===== src/rtl/pipe_skid_reg.sv =====
// ---------------------------------------------------------------------------
// pipe_skid_reg
//
// A two-entry pipeline register with a skid buffer. The main register feeds
// out_data directly. The skid register holds a second entry, so that in_ready
// can be computed from registered state alone and never combinationally from
// out_ready. Entries leave in the order they were accepted. An entry accepted
// into an empty stage appears on out_data one cycle later, and the stage
// sustains one transfer per cycle while out_ready stays high.
//
// Parameters
//   DATA_W      payload width in bits (1..256)
//   RESET_DATA  value loaded into main and skid on reset and on flush
//
// Ports
//   clk        in   single clock, rising edge
//   reset      in   synchronous, active-high; overrides everything else
//   en         in   stage enable; low freezes the stage and blocks both sides
//   flush      in   synchronous discard of all held entries (overrides en)
//   in_valid   in   upstream offers in_data
//   in_data    in   upstream payload
//   in_ready   out  stage can accept: en & not FULL
//   out_valid  out  out_data is valid: en & not EMPTY
//   out_data   out  downstream payload, straight from the main register
//   out_ready  in   downstream accepts
//   occupancy  out  held entries 0/1/2, independent of en
// ---------------------------------------------------------------------------
module pipe_skid_reg #(
  parameter int                 DATA_W     = 32,
  parameter logic [DATA_W-1:0]  RESET_DATA = '0
) (
  input  logic              clk,
  input  logic              reset,
  input  logic              en,
  input  logic              flush,
  input  logic              in_valid,
  input  logic [DATA_W-1:0] in_data,
  output logic              in_ready,
  output logic              out_valid,
  output logic [DATA_W-1:0] out_data,
  input  logic              out_ready,
  output logic [1:0]        occupancy
);

  // The encoding equals the entry count, so occupancy is the state itself.
  typedef enum logic [1:0] {
    EMPTY = 2'd0,
    ONE   = 2'd1,
    FULL  = 2'd2
  } state_t;

  state_t            r_state;
  logic [DATA_W-1:0] r_main;
  logic [DATA_W-1:0] r_skid;

  logic w_in_fire;
  logic w_out_fire;

  // Both handshake outputs depend only on en and r_state, never on out_ready.
  assign in_ready   = en & (r_state != FULL);
  assign out_valid  = en & (r_state != EMPTY);
  assign out_data   = r_main;
  assign occupancy  = r_state;

  assign w_in_fire  = en & in_valid  & in_ready;
  assign w_out_fire = en & out_valid & out_ready;

  // NOTE: sequential state uses non-blocking assignments only, so every
  // register samples the pre-edge values of the others (main <= skid below
  // relies on this).
  always_ff @(posedge clk) begin
    if (reset || flush) begin
      // NOTE: the payload registers are reset as well as the state, because
      // out_data must show RESET_DATA after reset or flush rather than a stale
      // entry.
      r_state <= EMPTY;
      r_main  <= RESET_DATA;
      r_skid  <= RESET_DATA;
    end else begin
      unique case (r_state)
        EMPTY: begin
          if (w_in_fire) begin
            r_main  <= in_data;
            r_state <= ONE;
          end
        end
        ONE: begin
          if (w_in_fire && w_out_fire) begin
            // The head leaves while the new entry replaces it. Skid stays unused.
            r_main <= in_data;
          end else if (w_in_fire) begin
            r_skid  <= in_data;
            r_state <= FULL;
          end else if (w_out_fire) begin
            // main keeps its stale value. out_valid masks it.
            r_state <= EMPTY;
          end
        end
        FULL: begin
          // in_ready is low here, so only the output side can move.
          if (w_out_fire) begin
            r_main  <= r_skid;
            r_state <= ONE;
          end
        end
        default: begin
          r_state <= EMPTY;
        end
      endcase
    end
  end

endmodule


===== config.mk =====
export PLATFORM = sky130hd
export DESIGN_NAME = pipe_skid_reg
export DESIGN_NICKNAME = d
export VERILOG_FILES = /design/src/rtl/pipe_skid_reg.sv
export SDC_FILE = /design/constraint.sdc
export NUM_CORES = 1
export LEC_CHECK = 0
export ABC_AREA = 1
export BUFFER_PORTS_ARGS = -buffer_cell sky130_fd_sc_hd__buf_2
export CAP_MARGIN = 10
export CORE_ASPECT_RATIO = 1.25
export CORE_UTILIZATION = 40
export CTS_BUF_LIST = sky130_fd_sc_hd__clkbuf_4 sky130_fd_sc_hd__clkbuf_8
export CTS_CLUSTER_DIAMETER = 120
export DETAILED_ROUTE_END_ITERATION = 8
export HOLD_SLACK_MARGIN = 0.06
export PLACE_DENSITY = 0.58
export SLEW_MARGIN = 20
export SYNTH_ARGS = -nofsm -noshare
export SYNTH_HDL_FRONTEND = slang
export SYNTH_SLANG_ARGS = --single-unit

===== constraint.sdc =====
create_clock -name clk -period 2 [get_ports clk]
set_clock_uncertainty 0.15 [all_clocks]
set_input_delay 0.5 -clock clk [delete_from_list [all_inputs] [get_ports clk]]
set_output_delay 0.5 -clock clk [all_outputs]
set_load 0.03 [all_outputs]

# Word level (Yosys, flattened, before mapping)
# Cells that the tools add are included.
dict set report word_totals {
  regBits 66
  inputBits 38
}
dict set report classes {
  bitwise 7
  muxes 10
  eq_ne 8
  reduce_logical 8
}
# operator count
set op_table {}
lappend op_table {{2-to-1 mux 32 bit} 3}
lappend op_table {{one-hot mux 32 bit (3 select lines)} 1}
lappend op_table {{2-to-1 mux 2 bit} 5}
lappend op_table {{inequality test 2 bit, second input constant} 5}
lappend op_table {{AND reduction 4 bit} 2}
lappend op_table {{AND 1 bit} 6}
lappend op_table {{one-hot mux 2 bit (3 select lines)} 1}
lappend op_table {{inequality test 3 bit, second input constant} 1}
lappend op_table {{AND reduction 3 bit} 1}
lappend op_table {{nonzero test 3 bit} 1}
lappend op_table {{equality test 2 x 1 -> 1 bit, second input constant} 1}
lappend op_table {{equality test 2 bit, second input constant} 1}
lappend op_table {{zero test 2 bit} 1}
lappend op_table {{nonzero test 2 bit} 1}
lappend op_table {{logical AND 1 bit} 1}
lappend op_table {{logical OR 1 bit} 1}
lappend op_table {{inverter 1 bit} 1}

# Depth between registers and ports, before layout
# Gate-level depths: netlist (run 1).
dict set report logic_depth {
  word_depth 8
  ltp_mapped 10
  ltp_nobuf 8
}

# Least setup slack after synthesis (run 1)
# No wires, ideal clock.
dict set report synth_path {
  path_kind {reg2out}
  from {register r_state[0] (netlist: occupancy[0])}
  to {output port in_ready}
  path_buffers 2
  t_arrival_ns 1.396
  required_ns 1.350
  slack_ns -0.046
  stages_incl_launch_ff 5
  cell_sequence {dfxtp_1 -> nor2_2 -> buf_4 -> buf_4 -> nor2_1}
}
dict set report synth_between {
  elab_chain_len 2
}
# element line
set synth_rtl {}
lappend synth_rtl {{start: declaration} 52} ;# state_t r_state;
lappend synth_rtl {{start signal: assignment} 76} ;# r_state <= EMPTY;
lappend synth_rtl {{start signal: assignment} 84} ;# r_state <= ONE;
lappend synth_rtl {{start signal: assignment} 93} ;# r_state <= FULL;
lappend synth_rtl {{inequality test 2 bit} 60} ;# assign in_ready = en & (r_state != FULL);
lappend synth_rtl {{AND 1 bit} 60}
lappend synth_rtl {{end: declaration} 38} ;# output logic in_ready,
# No other way between the ends.

# Worst setup path in the final report (run 1)
dict set report layout_path {
  from {register r_state[0] (netlist: occupancy[0])}
  to {output port out_valid}
}
dict set report layout_between {
  elab_chain_len 2
}
# element line
set layout_rtl {}
lappend layout_rtl {{nonzero test 2 bit} 61} ;# assign out_valid = en & (r_state != EMPTY);
lappend layout_rtl {{AND 1 bit} 61}
lappend layout_rtl {{end: declaration} 39} ;# output logic out_valid,
# No other way between the ends.

==> results of run 1 <==
[cells in the final DEF (no fill, tap or decap), types with 2 or more instances in the layout]
cell and instances:
sky130_fd_sc_hd__nand2_1 146, sky130_fd_sc_hd__nor2_1 110, sky130_fd_sc_hd__buf_2 73, sky130_fd_sc_hd__dfxtp_1 66, sky130_fd_sc_hd__inv_1 64, sky130_fd_sc_hd__a21oi_1 23
sky130_fd_sc_hd__nand3_1 21, sky130_fd_sc_hd__o21ai_0 17, sky130_fd_sc_hd__o21ai_1 15, sky130_fd_sc_hd__clkbuf_8 11, sky130_fd_sc_hd__inv_2 4, sky130_fd_sc_hd__buf_12 4
sky130_fd_sc_hd__nor2_4 3, sky130_fd_sc_hd__clkinv_2 3, sky130_fd_sc_hd__buf_4 2
[cells by family (layout without fill, tap and decap cells)]
family	Yosys count	after routing
flops	66	66
simple gates	284	284
compound gates	55	55
buf+inv	99	163
[flip-flops by register name, summed over array words and instances (netlist names)]
register	flops
occupancy	2
out_data	32
r_skid	32
[power breakdown]
| group | internal, mW | total [mW] | switching [mW] | leakage [nW] |
|---|---|---|---|---|
| clock | 0.637 | 1.14 | 0.499 | 0.105 |
| sequential | 1.34 | 1.36 | 0.0142 | 0.534 |
| combinational | 0.122 | 0.341 | 0.218 | 1.16 |
[layer usage]
| metal | vias up | share of wire | GRT usage |
|---|---|---|---|
| li1 | 1622 | - | - |
| met1 | 1262 | 0.50 | 0.213 |
| met2 | 51 | 0.45 | 0.299 |
| met3 | 8 | 0.042 | 0.0489 |
| met4 | 0 | 0.0090 | 0.0701 |
| met5 | - | 0 | 0 |
[how the worst max path moves through the flow]
| stage | from | to | slack (ps) |
|---|---|---|---|
| floorplan | occupancy[0]$_SDFFE_PP0P_ | in_ready | 100 |
| global placement | en | out_data[3]$_SDFFE_PP0P_ | 240 |
| detailed placement | en | out_data[3]$_SDFFE_PP0P_ | 180 |
| CTS | occupancy[0]$_SDFFE_PP0P_ | out_valid | 170 |
| global route | occupancy[0]$_SDFFE_PP0P_ | out_data[14]$_SDFFE_PP0P_ | 30 |
| finish | occupancy[0]$_SDFFE_PP0P_ | out_valid | 190 |
[cells in the mapped netlist, types with 2 or more instances]
cell,count,area [um2]
sky130_fd_sc_hd__a21oi_1,23,115
sky130_fd_sc_hd__dfxtp_1,66,1320
sky130_fd_sc_hd__buf_2,11,55.1
sky130_fd_sc_hd__nand3_1,21,105
sky130_fd_sc_hd__clkbuf_1,7,26.3
sky130_fd_sc_hd__inv_2,4,15.0
sky130_fd_sc_hd__buf_1,2,7.51
sky130_fd_sc_hd__nor2_1,113,424
sky130_fd_sc_hd__inv_1,64,240
sky130_fd_sc_hd__buf_4,9,67.6
sky130_fd_sc_hd__o21ai_0,17,85.1
sky130_fd_sc_hd__buf_6,2,22.5
sky130_fd_sc_hd__nand2_1,146,548
sky130_fd_sc_hd__o21ai_1,15,75.1
[area by class of cell]
cell class                      instances  area share
Tap cell                               92      0.0306
Multi-Input combinational cell        339       0.373
Clock inverter                          5      0.0140
Timing Repair Buffer                   79       0.122
Sequential cell                        66       0.351
Clock buffer                           11      0.0403
Inverter                               68      0.0679
[critical path: cells and delay by family, from the launching register on]
| kind | cells | cell delay [ps] |
|---|---|---|
| DFF | 1 | 420 |
| buffers and inverters | 2 | 290 |
| AOI/OAI and AO/OA | 1 | 120 |
[stage by stage]
| stage | power (mW) | worst slack [ps] | hold WS, ps | util | cell area, um2 |
|---|---|---|---|---|---|
| floorplan | 1.63 | 104 | 305 | - | 3140 |
| finish | 2.83 | 188 | 321 | 0.502 | 3760 |
| CTS | 2.89 | 174 | 303 | 0.502 | 3760 |
| detailed placement | 1.73 | 176 | 313 | 0.475 | 3560 |
| global placement | 1.73 | 243 | 304 | 0.475 | 3560 |
| global route | 2.99 | 29.9 | 319 | 0.502 | 3760 |
==> summary.md, run 1 <==
| Metric | Value |
|---|---|
| Result of the run | `complete, no violations` |
| Hold buffer count at cts | `0` |
| Worst-case register-to-register setup slack | `approximately 250 ps` |
| Timing-limited maximum frequency | `552 MHz` |
| Buffers inserted during post-CTS setup optimization | `0` |
| Maximum fanout encountered on the critical timing path | `4` |
| Multiplexer share of the synthesized area | `0` |
| Final WL | `about 6600 um` |
| Root buffer cell | `sky130_fd_sc_hd__clkbuf_8` |
| Number of antenna violations at the first check in global routing | `0` |
| Critical path endpoint category | `output port` |
| Initial core utilization | `0.419` |
| Slowest cell on crit path | `sky130_fd_sc_hd__dfxtp_1` |
| Detailed-placement wirelength estimate | `just over 4000 um` |
| Kind of start point of the critical path | `register` |
| Worst skew pair latency | `330 ps` |
| Pin count of the biggest net entering global routing | `66` |
| Most used flip-flop cell after synthesis | `sky130_fd_sc_hd__dfxtp_1` |
| Max Cap Violations | `0` |
| Setup repair after global routing missed its margin | `no` |
| DRC Markers | `0` |
| Critical setup path kind | `register to output port` |
| Gpl congestion | `0.773` |
| Setup TNS Final | `0 ps` |
| Worst rel slew slack | `0.703` |
| Area share of and/or/nand/nor cells after synthesis | `0.353` |
| Global-route wire length before repair | `about 11000 um` |
| TritonCTS clock tree | `yes` |
| Complex-gate fraction of the synthesized area | `0.0878` |
| Largest vdd supply drop | `about 0.35 mV` |
| Synthesized area divided by synthesized cell count | `between 6 and 7 um2` |
| Yosys warns | `0` |
| Worst path required time | `~1400 ps` |
| Startpoint of the lowest-slack hold path | `in_data[29]` |
| Count of antenna diodes in the layout | `0` |
| Arrival time of data at the critical path endpoint | `about 1200 ps` |
| Static leakage power | `1.80 nW` |
| Ports | `74` |
| Starting DRT DRC Count | `between 100 and 150` |
| Filler Cells Inserted | `just over 800` |
| Number of non-filler instances in the completed layout | `660` |
| Path depth of the worst reg2reg path | `7` |
| Die height | `between 100 and 150 um` |
| Tightest Hold Check Type | `input pin to register` |
| Longest individual stage delay on the worst path | `about 420 ps` |
| Xor and xnor area share after synthesis | `0` |
| Number of placed instances with taps included | `about 640` |
| DR vias | `2943` |
| Post-route clock period utilization | `0.906` |
| Endpoint of the worst-slack reg-to-reg timing path | `out_data[3]$_SDFFE_PP0P_` |
| Share of layout cells above drive strength 1 | `0.185` |
| Sequential cell area | `~1300 um2` |
| Quantity of I/O buffers inserted on ports | `73` |
| Die area | `just over 8000 um2` |
| Multi-input logic area | `1400 um2` |
| GRT Util Overall | `0.179` |
| Power density cells | `753 nW/um2` |
| Endpoint with the worst hold slack | `r_skid[29]$_SDFFE_PP0P_` |
| Mapped Nets | `542` |
| Length of the first detailed-routing pass in iterations | `4` |
| Overflow after GRT | `0` |
| Clock sink total | `between 60 and 70` |
| Clock-pin slew reported for the worst setup and hold paths after clock tree synthesis | `70 ps` |
| Final number of hold-violating endpoints | `0` |
| Seq cells post-synth | `66` |
| Antenna violation net count after detailed routing | `0` |
| Final number of max-transition violations | `0` |
| Count of flip-flops with a built-in enable after synthesis | `0` |
| Netlist Area Pre-Place | `3140 um2` |
| Min Clock Period, post-route | `around 1800 ps` |
| Largest family of logic cells by synthesized area | `simple AND/OR/NAND/NOR gates` |
| WHS Path Cells | `5` |
| Routed WL per cell | `~10 um` |
| H-tree lvl count | `3` |
| Number of rows created at floorplan | `35` |
| Relative area change from synthesis to final layout | `19.9%` |
| Final-stage net count | `between 600 and 700` |
| Synth unique cells | `18` |
| Share of the yosys chip area belonging to registers | `0.421` |
| Transition at the pin with the smallest max-transition slack | `roughly 440 ps` |
| Cells along the critical path | `inv_2, a21oi_1, buf_2` |
| Number of global-route vias before repair | `about 2700` |
| Fraction of registers with async set or reset after synthesis | `0` |
| Adder-cell area share of the yosys netlist | `0` |
| Count of instances resized after the clock tree is built | `0` |
| Number of cells produced by synthesis | `504` |
| Clock tree buffer depth | `2` |
| FF-to-FF Start | `occupancy[0]$_SDFFE_PP0P_` |
| Die width | `~81 um` |
| Core footprint | `around 7500 um2` |
| Detailed-route vias per instance | `about 4.5` |
| CTS Buf Count | `9` |
| Final setup violation count | `0` |
Power figures use the tool's default switching activity.
==> run 2, diff against run 1 <==
Settings changed: ABC_AREA 1 to unset.
==> run 2 against run 1 <==
Power is 3.0% higher; largest power group unchanged; count of clock-buffer cells in the layout grew 1; critical path type unchanged; core utilization increased by 0.11 points; worst hold slack got worse by 35 ps; design area grew 0.80%; die area rose by 0.98%; critical path depth is the same.
==> summary.md, run 2 <==
| Metric | Value |
|---|---|
| Share of layout cells above drive strength 1 | `0.367 (+0.182)` |
| Most used flip-flop cell after synthesis | `sky130_fd_sc_hd__dfxtp_1` |
| DR vias | `2650 (-10%)` |
| Kind of start point of the critical path | `register` |
| Count of instances resized after the clock tree is built | `0 (unchanged)` |
| Pin count of the biggest net entering global routing | `47 (-29%)` |
| Detailed-route vias per instance | `5.63 (+26%)` |
| Largest vdd supply drop | `0.451 mV (+30%)` |
| Worst path required time | `1350 ps (about the same)` |
| GRT Util Overall | `0.207 (+0.0288)` |
| Endpoint of the worst setup timing path | `in_ready` |
| Result of the run | `complete, no violations` |
| Crit path depth | `3 (unchanged)` |
| Commonest non-fill, non-tap cells in the layout | `sky130_fd_sc_hd__buf_2, sky130_fd_sc_hd__dfxtp_1, sky130_fd_sc_hd__a211oi_1, sky130_fd_sc_hd__a21oi_1` |
| Critical path endpoint category | `output port` |
| Yosys warns | `0 (unchanged)` |
| Final setup violation count | `0 (unchanged)` |
| Final WL | `8050 um (+23%)` |
| Final-stage net count | `412 (-31%)` |
| Number of global-route vias before repair | `2619 (-2.3%)` |
| Path depth of the worst reg2reg path | `3 (-4)` |
| H-tree lvl count | `3 (unchanged)` |
| Cells along the critical path | `nand2b_2, and2_1, buf_2` |
| Share of the yosys chip area belonging to registers | `0.417 (-0.00416)` |
| Number of cells produced by synthesis | `315 (-38%)` |
| Max Cap Violations | `0 (unchanged)` |
| CTS Buf Count | `9 (unchanged)` |
| Endpoint of the worst-slack reg-to-reg timing path | `out_data[30]$_SDFFE_PP0P_` |
| Leading cell type in the layout, fill and taps excluded | `sky130_fd_sc_hd__buf_2` |
| TritonCTS clock tree | `yes` |
| Clock tree buffer depth | `2 (unchanged)` |
| Total net switching power | `789 uW (+8.0%)` |
| Maximum fanout encountered on the critical timing path | `8 (+4)` |
| Fraction of registers with async set or reset after synthesis | `0 (unchanged)` |
| Power density cells | `770 nW/um2 (+2.2%)` |
| Worst rel slew slack | `0.656 (-0.0467)` |
| Slowest cell on crit path | `sky130_fd_sc_hd__dfxtp_1` |
| Initial core utilization | `0.421 (+0.00172)` |
| Number of non-filler instances in the completed layout | `471 (-29%)` |
| Setup repair after global routing missed its margin | `no` |
| Cell internal power dissipation | `2.13 mW (+1.3%)` |
| Buffer and inverter count on the worst path | `1 (-1)` |
| Root buffer cell | `sky130_fd_sc_hd__clkbuf_8` |
| Gpl congestion | `0.692 (-10%)` |
| DRC Markers | `0 (unchanged)` |
| Clock-pin slew reported for the worst setup and hold paths after clock tree synthesis | `70 ps (about the same)` |
| Number of placed instances with taps included | `455 (-29%)` |
| Setup TNS Final | `0 ps (unchanged)` |
| Synthesized area divided by synthesized cell count | `10.1 um2 (+62%)` |
| Die width | `81.6 um (+0.49%)` |
| Mapped Nets | `353 (-35%)` |
| Final number of max-transition violations | `0 (unchanged)` |
| Seq cells post-synth | `66 (unchanged)` |
| Buffers inserted during post-CTS setup optimization | `0 (unchanged)` |
| Number of antenna violations at the first check in global routing | `0 (unchanged)` |
| Share of total power in sequential cells | `0.468 (-0.011)` |
| Antenna violation net count after detailed routing | `0 (unchanged)` |
| Overflow after GRT | `0 (unchanged)` |
| Min Clock Period, post-route | `1870 ps (+53.2 ps)` |
| Static leakage power | `1.58 nW (-12%)` |
| Tightest Hold Check Type | `input pin to register` |
| Routed WL per cell | `17.1 um (+72%)` |
| Longest individual stage delay on the worst path | `450 ps (+30 ps)` |
| Clock sink total | `66 (unchanged)` |
| Global-route wire length before repair | `13000 um (+13%)` |
| Startpoint of the lowest-slack hold path | `in_data[5]` |
| Most area-consuming cells after synthesis | `sky130_fd_sc_hd__dfxtp_1, sky130_fd_sc_hd__a211oi_2, sky130_fd_sc_hd__mux2i_1` |
| Power share of the clock group | `0.393 (-0.008)` |
| Die area | `8280 um2 (+0.98%)` |
| Transition at the pin with the smallest max-transition slack | `516 ps (+71.6 ps)` |
| Startpoint of the worst setup timing path | `occupancy[1]$_SDFFE_PP0P_` |
| Top cell type's share of synthesized area | `0.417 (-0.00416)` |
| Length of the first detailed-routing pass in iterations | `4 (unchanged)` |
| Final number of hold-violating endpoints | `0 (unchanged)` |
| Arrival time of data at the critical path endpoint | `1220 ps (+60 ps)` |
| Relative area change from synthesis to final layout | `19.6%` |
| Count of flip-flops with a built-in enable after synthesis | `0 (unchanged)` |
| Core footprint | `7530 um2 (+0.58%)` |
| Hold buffer count at cts | `0 (unchanged)` |
| FF-to-FF Start | `occupancy[1]$_SDFFE_PP0P_` |
| Number of rows created at floorplan | `35 (unchanged)` |
| Ports | `74 (unchanged)` |
| Most used standard cell by instance count after synthesis | `sky130_fd_sc_hd__dfxtp_1` |
| Worst-case register-to-register setup slack | `260 ps (about the same)` |
| Worst skew pair latency | `340 ps (about the same)` |
| Largest delay share family, worst path | `flip-flops` |
| Switching part of the total power | `0.270 (+0.0123)` |
| Critical setup path kind | `register to output port` |
| Portion of total power attributed to combinational logic | `0.139 (+0.019)` |
| Detailed-placement wirelength estimate | `4960 um (+20%)` |
| Netlist Area Pre-Place | `3170 um2 (+1.0%)` |
| Starting DRT DRC Count | `135 (+8.9%)` |
| Post-route clock period utilization | `0.933 (+0.0266)` |
| Timing-limited maximum frequency | `536 MHz (-2.9%)` |
| Count of antenna diodes in the layout | `0 (unchanged)` |
| Cell accounting for the most synthesized area | `sky130_fd_sc_hd__dfxtp_1` |
| Synth unique cells | `27 (+9)` |
| Commonest cells post-synth | `sky130_fd_sc_hd__dfxtp_1, sky130_fd_sc_hd__a211oi_1, sky130_fd_sc_hd__a21oi_1` |
| Quantity of I/O buffers inserted on ports | `73 (unchanged)` |
| Die height | `102 um (+0.49%)` |
run 2: cell count changes in the layout (fill, tap and decap cells not counted), sizes merged, moves of 22 or more:
cell,delta
nand3b,+32
inv,-67
nand2,-146
nor2,-114
mux2i,+32
a211oi,+64
nand3,-22
run 2: how the worst min path moves through the flow:
| stage | endpoint | cells after the start |
|---|---|---|
| after floorplan | r_skid[10]$_SDFFE_PP0P_ | 2 |
| after global placement | r_skid[8]$_SDFFE_PP0P_ | 2 |
| after detailed placement | r_skid[17]$_SDFFE_PP0P_ | 2 |
| after CTS | r_skid[20]$_SDFFE_PP0P_ | 3 |
| after global routing | r_skid[16]$_SDFFE_PP0P_ | 3 |
| final | r_skid[5]$_SDFFE_PP0P_ | 3 |
run 2: worst min-delay path: cells and delay by family:
kind,cells,cell delay [ps]
and+or+nand+nor,1,70
AOI/OAI and AO/OA,1,50
buffers and inverters,1,100
run 2: cells by family after synthesis:
| kind of cell | after synthesis | share of synthesized area |
|---|---|---|
| compound gates | 134 | 0.316 |
| mux | 33 | 0.105 |
| xor+xnor | 1 | 0.00277 |
| simple gates | 41 | 0.0960 |
| flops | 66 | 0.417 |
| buf+inv | 40 | 0.0640 |
run 2: layer usage:
metal  up-vias  share of wire  track usage
met1      1279           0.47        0.269
met4         0          0.012       0.0769
met2        59           0.48        0.338
met5         -              0            0
li1       1307              -            -
met3         5          0.037       0.0414
run 2: cell type report:
type                       instances  area [um2]
multi-input combinational        209        1650
clock buffer                      12         153
clock inverter                     4        51.3
inverter                           1        3.75
timing repair buffer              87         495
sequential                        66        1320
fill                             725        3740
tap                               92         115
run 2: power groups by stage:
stage | clock network (mW) | logic [mW] | registers (mW)
finish | 1.15 | 0.406 | 1.36
global route | 1.24 | 0.439 | 1.37
CTS | 1.18 | 0.409 | 1.36
detailed placement | 0 | 0.409 | 1.39
global placement | 0 | 0.403 | 1.40
floorplan | 0 | 0.225 | 1.45
run 2: through the flow:
step | utilization | cell area, um2 | hold slack, ps | total power [mW] | worst slack (ps)
CTS | 0.503 | 3790 | 269 | 2.95 | 110
finish | 0.503 | 3790 | 286 | 2.92 | 134
global route | 0.503 | 3790 | 273 | 3.05 | 76.0
global placement | 0.476 | 3590 | 309 | 1.80 | 189
detailed placement | 0.476 | 3590 | 316 | 1.80 | 148
floorplan | - | 3170 | 303 | 1.67 | 57.7
